**src/rtl/bsg_burst_len_sequencer.sv**
```systemverilog
// rtl/bsg_burst_len_sequencer.sv - queues burst lengths and sequences beats through an external set/down counter
// Optional feature macro: BSG_BURST_SEQ_BACK2BACK_EN (reload the counter on the last beat for zero-bubble bursts)
module bsg_burst_len_sequencer #(
  parameter int width_p = 16,
  parameter int els_p   = 2
) (
  input  logic               clk_i,
  input  logic               reset_i,
  input  logic               len_v_i,
  input  logic [width_p-1:0] len_i,
  output logic               len_ready_o,
  output logic               beat_v_o,
  input  logic               beat_yumi_i,
  output logic               last_o,
  output logic               done_o,
  output logic               set_o,
  output logic [width_p-1:0] val_o,
  output logic               down_o,
  input  logic [width_p-1:0] count_i,
  output logic               busy_o
);

  localparam int ptr_w_lp = (els_p > 1) ? $clog2(els_p) : 1;
  localparam int cnt_w_lp = $clog2(els_p + 1);

  typedef enum logic [0:0] {
    IDLE = 1'b0,
    RUN  = 1'b1
  } state_t;

  state_t r_state;
  state_t w_state_nxt;

  logic [width_p-1:0]  r_mem [els_p];
  logic [ptr_w_lp-1:0] r_rd_ptr;
  logic [ptr_w_lp-1:0] r_wr_ptr;
  logic [cnt_w_lp-1:0] r_used;

  logic               w_empty;
  logic               w_full;
  logic               w_enq;
  logic               w_deq;
  logic [width_p-1:0] w_head;
  logic               w_head_zero;
  logic               w_cnt_nz;
  logic               w_cnt_one;
  logic               w_set;
  logic               w_down;
  logic               w_beat_v;
  logic               w_last;
  logic               w_done;

  function automatic logic [ptr_w_lp-1:0] next_ptr(input logic [ptr_w_lp-1:0] p);
    return (p == ptr_w_lp'(els_p - 1)) ? '0 : p + ptr_w_lp'(1);
  endfunction

  assign w_empty     = (r_used == '0);
  assign w_full      = (r_used == cnt_w_lp'(els_p));
  assign w_head      = r_mem[r_rd_ptr];
  assign w_head_zero = (w_head == '0);
  // Full blocks enqueue even when a dequeue happens in the same cycle.
  assign w_enq       = len_v_i & ~w_full;

  assign w_cnt_nz  = (count_i != '0);
  assign w_cnt_one = (count_i == width_p'(1));

  always_ff @(posedge clk_i) begin
    if (w_enq) begin
      r_mem[r_wr_ptr] <= len_i;
    end
  end

  always_ff @(posedge clk_i or posedge reset_i) begin
    if (reset_i) begin
      r_rd_ptr <= '0;
      r_wr_ptr <= '0;
      r_used   <= '0;
    end else begin
      if (w_enq) begin
        r_wr_ptr <= next_ptr(r_wr_ptr);
      end
      if (w_deq) begin
        r_rd_ptr <= next_ptr(r_rd_ptr);
      end
      case ({w_enq, w_deq})
        2'b10:   r_used <= r_used + cnt_w_lp'(1);
        2'b01:   r_used <= r_used - cnt_w_lp'(1);
        default: r_used <= r_used;
      endcase
    end
  end

  always_ff @(posedge clk_i or posedge reset_i) begin
    if (reset_i) begin
      r_state <= IDLE;
    end else begin
      r_state <= w_state_nxt;
    end
  end

  always_comb begin
    w_state_nxt = r_state;
    w_deq       = 1'b0;
    w_set       = 1'b0;
    w_down      = 1'b0;
    w_beat_v    = 1'b0;
    w_last      = 1'b0;
    w_done      = 1'b0;
    case (r_state)
      IDLE: begin
        if (!w_empty) begin
          w_deq = 1'b1;
          if (w_head_zero) begin
            w_done = 1'b1;
          end else begin
            w_set       = 1'b1;
            w_state_nxt = RUN;
          end
        end
      end
      RUN: begin
        // Gating on a non-zero count keeps the counter from ever wrapping.
        w_beat_v = w_cnt_nz;
        w_last   = w_cnt_nz & w_cnt_one;
        w_down   = beat_yumi_i & w_cnt_nz;
        if (!w_cnt_nz) begin
          w_state_nxt = IDLE;
        end else if (beat_yumi_i && w_last) begin
          w_done = 1'b1;
`ifdef BSG_BURST_SEQ_BACK2BACK_EN
          if (!w_empty && !w_head_zero) begin
            w_set  = 1'b1;
            w_down = 1'b0;
            w_deq  = 1'b1;
          end else begin
            w_state_nxt = IDLE;
          end
`else
          w_state_nxt = IDLE;
`endif
        end
      end
      default: w_state_nxt = IDLE;
    endcase
  end

  assign len_ready_o = ~w_full;
  assign beat_v_o    = w_beat_v;
  assign last_o      = w_last;
  assign done_o      = w_done;
  assign set_o       = w_set;
  assign val_o       = w_set ? w_head : '0;
  assign down_o      = w_down;
  assign busy_o      = (r_state != IDLE) | ~w_empty;

endmodule

```
**config.mk**
```make
export PLATFORM = sky130hd
export DESIGN_NAME = bsg_burst_len_sequencer
export DESIGN_NICKNAME = d
export VERILOG_FILES = /design/src/rtl/bsg_burst_len_sequencer.sv
export SDC_FILE = /design/constraint.sdc
export NUM_CORES = 1
export LEC_CHECK = 0
export ABC_AREA = 0
export CAP_MARGIN = 40
export CORE_MARGIN = 5
export CORE_UTILIZATION = 45
export CTS_BUF_LIST = sky130_fd_sc_hd__clkbuf_4
export DETAILED_ROUTE_END_ITERATION = 10
export PLACE_DENSITY_LB_ADDON = 0.08
export SETUP_SLACK_MARGIN = 0.15
export SYNTH_ARGS = -nofsm -noshare
export SYNTH_HDL_FRONTEND = slang
export SYNTH_SLANG_ARGS = --single-unit
```
**constraint.sdc**
```tcl
create_clock -name clk_i -period 2.4 [get_ports clk_i]
set_input_delay 0.48 -clock clk_i [delete_from_list [all_inputs] [get_ports clk_i]]
set_output_delay 0.48 -clock clk_i [all_outputs]
set_load 0.01 [all_outputs]
```
==> results of run 1 <==
## cell type report
cell class,instances,area [um^2],area share (%)
Inverter,2,7.51,0.305
Multi-Input combinational cell,71,558,22.7
Sequential cell,37,1090,44.1
Timing Repair Buffer,70,649,26.4
Tap cell,46,57.6,2.34
Clock buffer,5,37.5,1.53
Clock inverter,3,65.1,2.64
## flip-flops by register name (all words and copies together) (netlist names)
register,flops
r_state,1
r_wr_ptr,1
r_mem,32
r_used,2
r_rd_ptr,1
## timing repair
item                       4_1_cts  5_1_grt
setup buffers                    5        1
gates cloned                     0        0
pin swaps                       11       10
setup endpoints to repair       21       10
gates resized for setup         52       19
## stage by stage
step	TNS, ps	hold WS (ps)
global placement	-711	474
floorplan	0	259
detailed placement	-1340	480
finish	0	329
global route	-99.3	338
CTS	0	334
## power by group
| group | switching, uW | internal, uW |
|---|---|---|
| Combinational | 175 | 177 |
| Sequential | 91.8 | 878 |
| Clock | 201 | 322 |
| Total | 468 | 1380 |
## synthesized netlist by cell type
master,count
or3_1,1
nor4_1,11
nand2b_1,1
xor2_1,1
ha_1,1
nor2b_1,1
inv_1,2
nor2_1,21
edfxtp_1,32
buf_2,1
nand2_1,2
o21a_1,1
mux2i_1,17
nand4_1,3
buf_4,1
and2_1,1
a22o_1,1
buf_6,2
o21ai_0,2
and3_1,1
or2_1,1
nor3_1,1
xnor2_1,4
dfrtp_1,5
## worst max-delay path by stage
stage                             end  slack [ps]  cells after the start
after floorplan           r_mem[0][0]         590                      3
after global placement         down_o        -240                      6
after detailed placement       done_o        -420                      6
after CTS                      done_o          20                      7
after global routing           done_o        -100                      7
final                          done_o          40                      7
## layer usage
layer | vias to the layer above | share of wire, % | GRT usage, %
met1 | 551 | 39 | 18.8
met2 | 49 | 51 | 27.4
met4 | 0 | 1.5 | 5.86
met5 | - | 0 | 0
li1 | 571 | - | -
met3 | 6 | 8.4 | 6.23
## cells by family after synthesis
logic type	Yosys count	share of synthesized area, %
AO/OA/AOI/OAI	4	1.64
XOR/XNOR	5	2.74
adder cells (fa/ha/maj)	1	0.783
buffers and inverters	6	2.66
flip-flops	37	68.0
multiplexers	17	10.6
AND/OR/NAND/NOR	44	13.5
==> metrics.md, run 1 <==
| Metric | Value |
|---|---|
| Wirelength per Cell | ~16 um |
| Number of routed nets with antenna violations | 0 |
| Critical path class | flop to primary output |
| CP arrival | between 1500 and 2000 ps |
| Initial DRC count | 18 |
| FILL cells | 260 |
| Worst reg-to-reg path cell count | 6 |
| Hold Crit Class | primary input to asynchronous set/reset pin |
| Critical Path Source | r_mem[1][7] |
| Worst vdd rail ir drop | ~0.47 mV |
| Detailed Place HPWL | 2.73 mm |
| Clock Sinks | 37 |
| Synth area leaders | edfxtp_1, mux2i_1, dfrtp_1 |
| LEAKAGE | 0.000981 uW |
| Synth unique cells | 24 |
| Worst-path maximum fanout | 2 |
| PortBufs | 58 |
| Post-synth top area share | between 60% and 70% |
| Vias in the first global route | 1259 |
| Pre-antenna DRT Iters | 4 |
| Area grow syn2layout | 54.0% |
| Routability cong. | 0.881 |
| Bufs and invs on worst path | 3 |
| Syn Std Cell Area | 1600 um^2 |
| Setup violations, final | 0 |
| Die H | 69.6 um |
| Ports | 59 |
| Crit-path slowest cell | edfxtp_1 |
| Reg2reg start | r_used[0] |
| DIE WIDTH | 69.6 um |
| Avg Cell Area, Syn | 14.0 um^2 |
| Initial Util | 47.1% |
| Clock transition at path regs | roughly 120 ps |
| Most used cells in the layout excluding fill and tap cells | edfxtp_1, clkdlybuf4s50_1, dlygate4sd2_1 |
| Initial antenna violation count | 0 |
| Setup WS pre-CTS | -418 ps |
| # rows | 21 |
| Grt ovf | 0 |
| Post-synthesis sequential area ratio | 68.0% |
| Diode count | 0 |
| CP peak stage delay | 420 ps |
| Yosys top cell by area | edfxtp_1 |
| Setup WS post-layout | 39.8 ps |
| Tot Pwr | about 1800 uW |
| Clock buffer depth | 2 |
| Slack of the worst reg-to-reg path | 900 ps |
| Syn Inst Count | between 100 and 150 |
| Fmax | 424 MHz |
| Worst slew margin | 82.4% |
| Max_cap viols | 0 |
| CP Launch Type | flop |
| Setup crit end kind | primary output |
| Fin crit period | between 2000 and 2500 ps |
| Seq cells post-synth | 37 |
| Fin cells | 234 |
| Final design utilization | 72.6% |
| Clock root buffer | clkbuf_4 |
| Hold Fails Final Rpt | 0 |
| Hold buffer count at cts | 0 |
| Drt total wl | 3.75 mm |
| PwrDens | 750 nW/um^2 |
| Via density | 5.03 |
| Max-slew violation count | 0 |
| TritonCTS clock tree | yes |
| First-pass GRT wire length | slightly above 6 mm |
| Via count | about 1200 |
| Tcrit/Tclk final | around 98% |
| Gr usage total | 16.3% |
| Placed standard-cell area | 2250 um^2 |
| Die Area | 4840 um^2 |
| CORE AREA | 3390 um^2 |
| Family with the most delay on the worst path | simple AND/OR/NAND/NOR gates |
| H-tree levels | 2 |
| Design area | 2460 um^2 |
| Synth Net Count | 151 |
| TritonCTS buffer count | 5 |
| Largest net degree at the start of global routing | 17 |
| CP required | 1920 ps |
| Yosys warns | 0 |
| Layout Skew | 18.5 ps |
| Unrepaired setup endpoints after global routing | yes |
| Commonest non-fill, non-tap cell in the layout | edfxtp_1 |
| Slew at the pin with the worst max-slew slack | 262 ps |
| Post-Place Cells | 220 |
| Remaining DRCs | 0 |
| R2R Path End | r_used[1] |
| Latest clock arrival within the worst-skew pair | roughly 340 ps |
| Critical path, cell by cell | nor4_2 -> nand4_1 -> mux2i_1 -> buf_4 -> buf_6 -> a22o_1 -> buf_2 |
| Layout cells sized above 1 | 20.2% |
| Status | completed |
| Nets | 224 |
Power figures use the tool's default switching activity.
==> run 2, diff against run 1 <==
--- a/config.mk
+++ b/config.mk
@@ -7,7 +7,7 @@
 export LEC_CHECK = 0
 export ABC_AREA = 0
 export CAP_MARGIN = 40
-export CORE_MARGIN = 5
+export CORE_MARGIN = 10
 export CORE_UTILIZATION = 45
 export CTS_BUF_LIST = sky130_fd_sc_hd__clkbuf_4
 export DETAILED_ROUTE_END_ITERATION = 10
==> metrics.md, run 2 (synthesis results as in run 1) <==
| Metric | Value |
|---|---|
| Status | completed |
| CORE AREA | 3390 um^2 (unchanged) |
| Most used cells in the layout excluding fill and tap cells | edfxtp_1, dlygate4sd2_1, nor2_1, clkdlybuf4s50_1, buf_4 |
| Grt ovf | 0 (unchanged) |
| Initial Util | 47.1% (unchanged) |
| Seq pwr share | 52.5% (about the same) |
| Area grow syn2layout | 55.4% |
| Initial antenna violation count | 0 (unchanged) |
| Ports | 59 (unchanged) |
| R2R Path End | r_state |
| Vias in the first global route | 1252 (-0.56%) |
| Layout cells sized above 1 | 21.5% (+1.3 points) |
| LEAKAGE | 0.00100 uW (+2.2%) |
| Worst-path maximum fanout | 2 (unchanged) |
| Sw Pwr | 469 uW (+0.22%) |
| TritonCTS buffer count | 5 (unchanged) |
| Via density | 5.03 (about the same) |
| Critical path class | flop to primary output |
| Die H | 79.6 um (+14%) |
| Number of routed nets with antenna violations | 0 (unchanged) |
| Die Area | 6330 um^2 (+31%) |
| Initial DRC count | 41 (+23) |
| Max reg flops | 32 (unchanged) |
| Levels on crit path | 7 (unchanged) |
| Regs by FF count | r_mem x32, r_used x2 |
| Final design utilization | 73.2% (+0.63 points) |
| Critical Path Source | r_mem[1][12] |
| # rows | 21 (unchanged) |
| Latest clock arrival within the worst-skew pair | 340 ps (about the same) |
| CP required | 1920 ps (about the same) |
| Clock power frac | 28.0% (-0.3 points) |
| Remaining DRCs | 0 (unchanged) |
| Hold Crit Class | primary input to asynchronous set/reset pin |
| Clock buffer depth | 2 (unchanged) |
| Most flop-heavy register | r_mem |
| Drt total wl | 4.08 mm (+8.7%) |
| PortBufs | 58 (unchanged) |
| Sw Ratio | 25.3% (about the same) |
| Slack of the worst reg-to-reg path | 780 ps (-120 ps) |
| Combinational power share | 19.5% (+0.4 points) |
| DIE WIDTH | 79.6 um (+14%) |
| Setup crit end kind | primary output |
| Unrepaired setup endpoints after global routing | yes |
| Detailed Place HPWL | 2.97 mm (+8.9%) |
| Fin Setup TNS | 0 ps (unchanged) |
| Gr usage total | 12.9% (-3.3 points) |
| Clock transition at path regs | 110 ps (about the same) |
| H-tree levels | 2 (unchanged) |
| Reg2reg start | r_mem[1][12] |
| Worst setup path end | set_o |
| Tcrit/Tclk final | 97.6% (-0.72 points) |
| Via count | 1213 (+3.1%) |
| Worst slew margin | 83.4% (+0.98 points) |
| Hold Fails Final Rpt | 0 (unchanged) |
| Worst reg-to-reg path cell count | 7 (+1) |
| Int Pwr | 1380 uW (+0.28%) |
| PwrDens | 746 nW/um^2 (-0.59%) |
| Family with the most delay on the worst path | simple AND/OR/NAND/NOR gates |
| Crit-path slowest cell | edfxtp_1 |
| First-pass GRT wire length | 6.36 mm (+3.4%) |
| Commonest non-fill, non-tap cell in the layout | edfxtp_1 |
| Clock Sinks | 37 (unchanged) |
| Setup violations, final | 0 (unchanged) |
| Max-slew violation count | 0 (unchanged) |
| Clock root buffer | clkbuf_4 |
| Wirelength per Cell | 16.9 um (+5.6%) |
| CP peak stage delay | 450 ps (+30 ps) |
| Critical path, cell by cell | nor4_4 -> nand4_1 -> mux2i_1 -> buf_4 -> buf_6 -> nor2_1 -> buf_2 |
| CP arrival | 1860 ps (-20 ps) |
| Bufs and invs on worst path | 3 (unchanged) |
| Nets | 231 (+3.1%) |
| CP Launch Type | flop |
| Layout Skew | 14.4 ps (-4.15 ps) |
| Diode count | 0 (unchanged) |
| Largest net degree at the start of global routing | 17 (unchanged) |
| TritonCTS clock tree | yes |
| Max_cap viols | 0 (unchanged) |
| Pre-antenna DRT Iters | 4 (unchanged) |
| Worst vdd rail ir drop | 0.414 mV (-11%) |
| Fmax | 427 MHz (+0.74%) |
| FILL cells | 249 (-4.2%) |
| Slew at the pin with the worst max-slew slack | 247 ps (-14.8 ps) |
| Fin crit period | 2340 ps (-17.3 ps) |
| Routability cong. | 0.875 (-0.66%) |
==> run 2: changes by cell type in the layout (fill, tap and decap cells not counted), sizes merged <==
cell           change
buf                +7
clkdlybuf4s15      +3
clkdlybuf4s50      -1
dlymetal6s2s       -2
==> run 2: metal layers <==
metal	vias up	track usage, %	share of wire (%)	routed length [um]
met2	48	21.2	48	1980
met4	0	5.38	0.88	36
met3	4	5.63	9.9	403
met1	575	14.4	41	1670
li1	586	-	-	-
met5	-	0	0	0
==> run 2: power by group through the flow <==
stage          logic, uW  clock network [uW]  registers [uW]
4_1_cts              359                 535             961
3_5_place_dp         318                   0             978
3_3_place_gp         307                   0             968
2_1_floorplan        174                   0             952
6_report             361                 519             971
5_1_grt              395                 571             987
==> run 2: area by class of cell <==
cell class / count / area [um^2] / share of cell area, %
flip-flops and latches: 37 / 1090 / 43.7
repair buffers: 77 / 687 / 27.7
multi-input cells: 71 / 542 / 21.8
clock inverters: 3 / 65.1 / 2.62
well taps: 46 / 57.6 / 2.32
clock buffers: 5 / 37.5 / 1.51
inverters: 2 / 7.51 / 0.302
==> run 2: what timing repair did <==
action | CTS | global route
pin swaps | 15 | 12
gates resized for setup | 54 | 15
buffers inserted | 9 | 3
hold buffers | 0 | 0
gates cloned | 0 | 0
setup endpoints to repair | 21 | 7
==> run 2: worst min path at each step <==
stage	from	end	slack [ps]	depth (start not counted)
global placement	r_wr_ptr	r_wr_ptr	470	1
floorplan	reset_i	r_rd_ptr	260	1
global route	reset_i	r_used[1]	330	2
finish	reset_i	r_wr_ptr	330	2
detailed placement	r_wr_ptr	r_wr_ptr	490	1
CTS	reset_i	r_used[1]	330	2
==> run 2: per-stage QoR <==
step / cell area [um^2] / hold WS (ps) / cells / power [uW] / worst slack [ps]
after floorplan: 1600 / 259 / 114 / 1130 / 591
after global placement: 2250 / 474 / 221 / 1280 / -245
after detailed placement: 2250 / 488 / 221 / 1300 / -337
after CTS: 2430 / 328 / 238 / 1860 / 79.6
after global routing: 2480 / 332 / 241 / 1950 / -125
final: 2480 / 334 / 241 / 1850 / 57.1
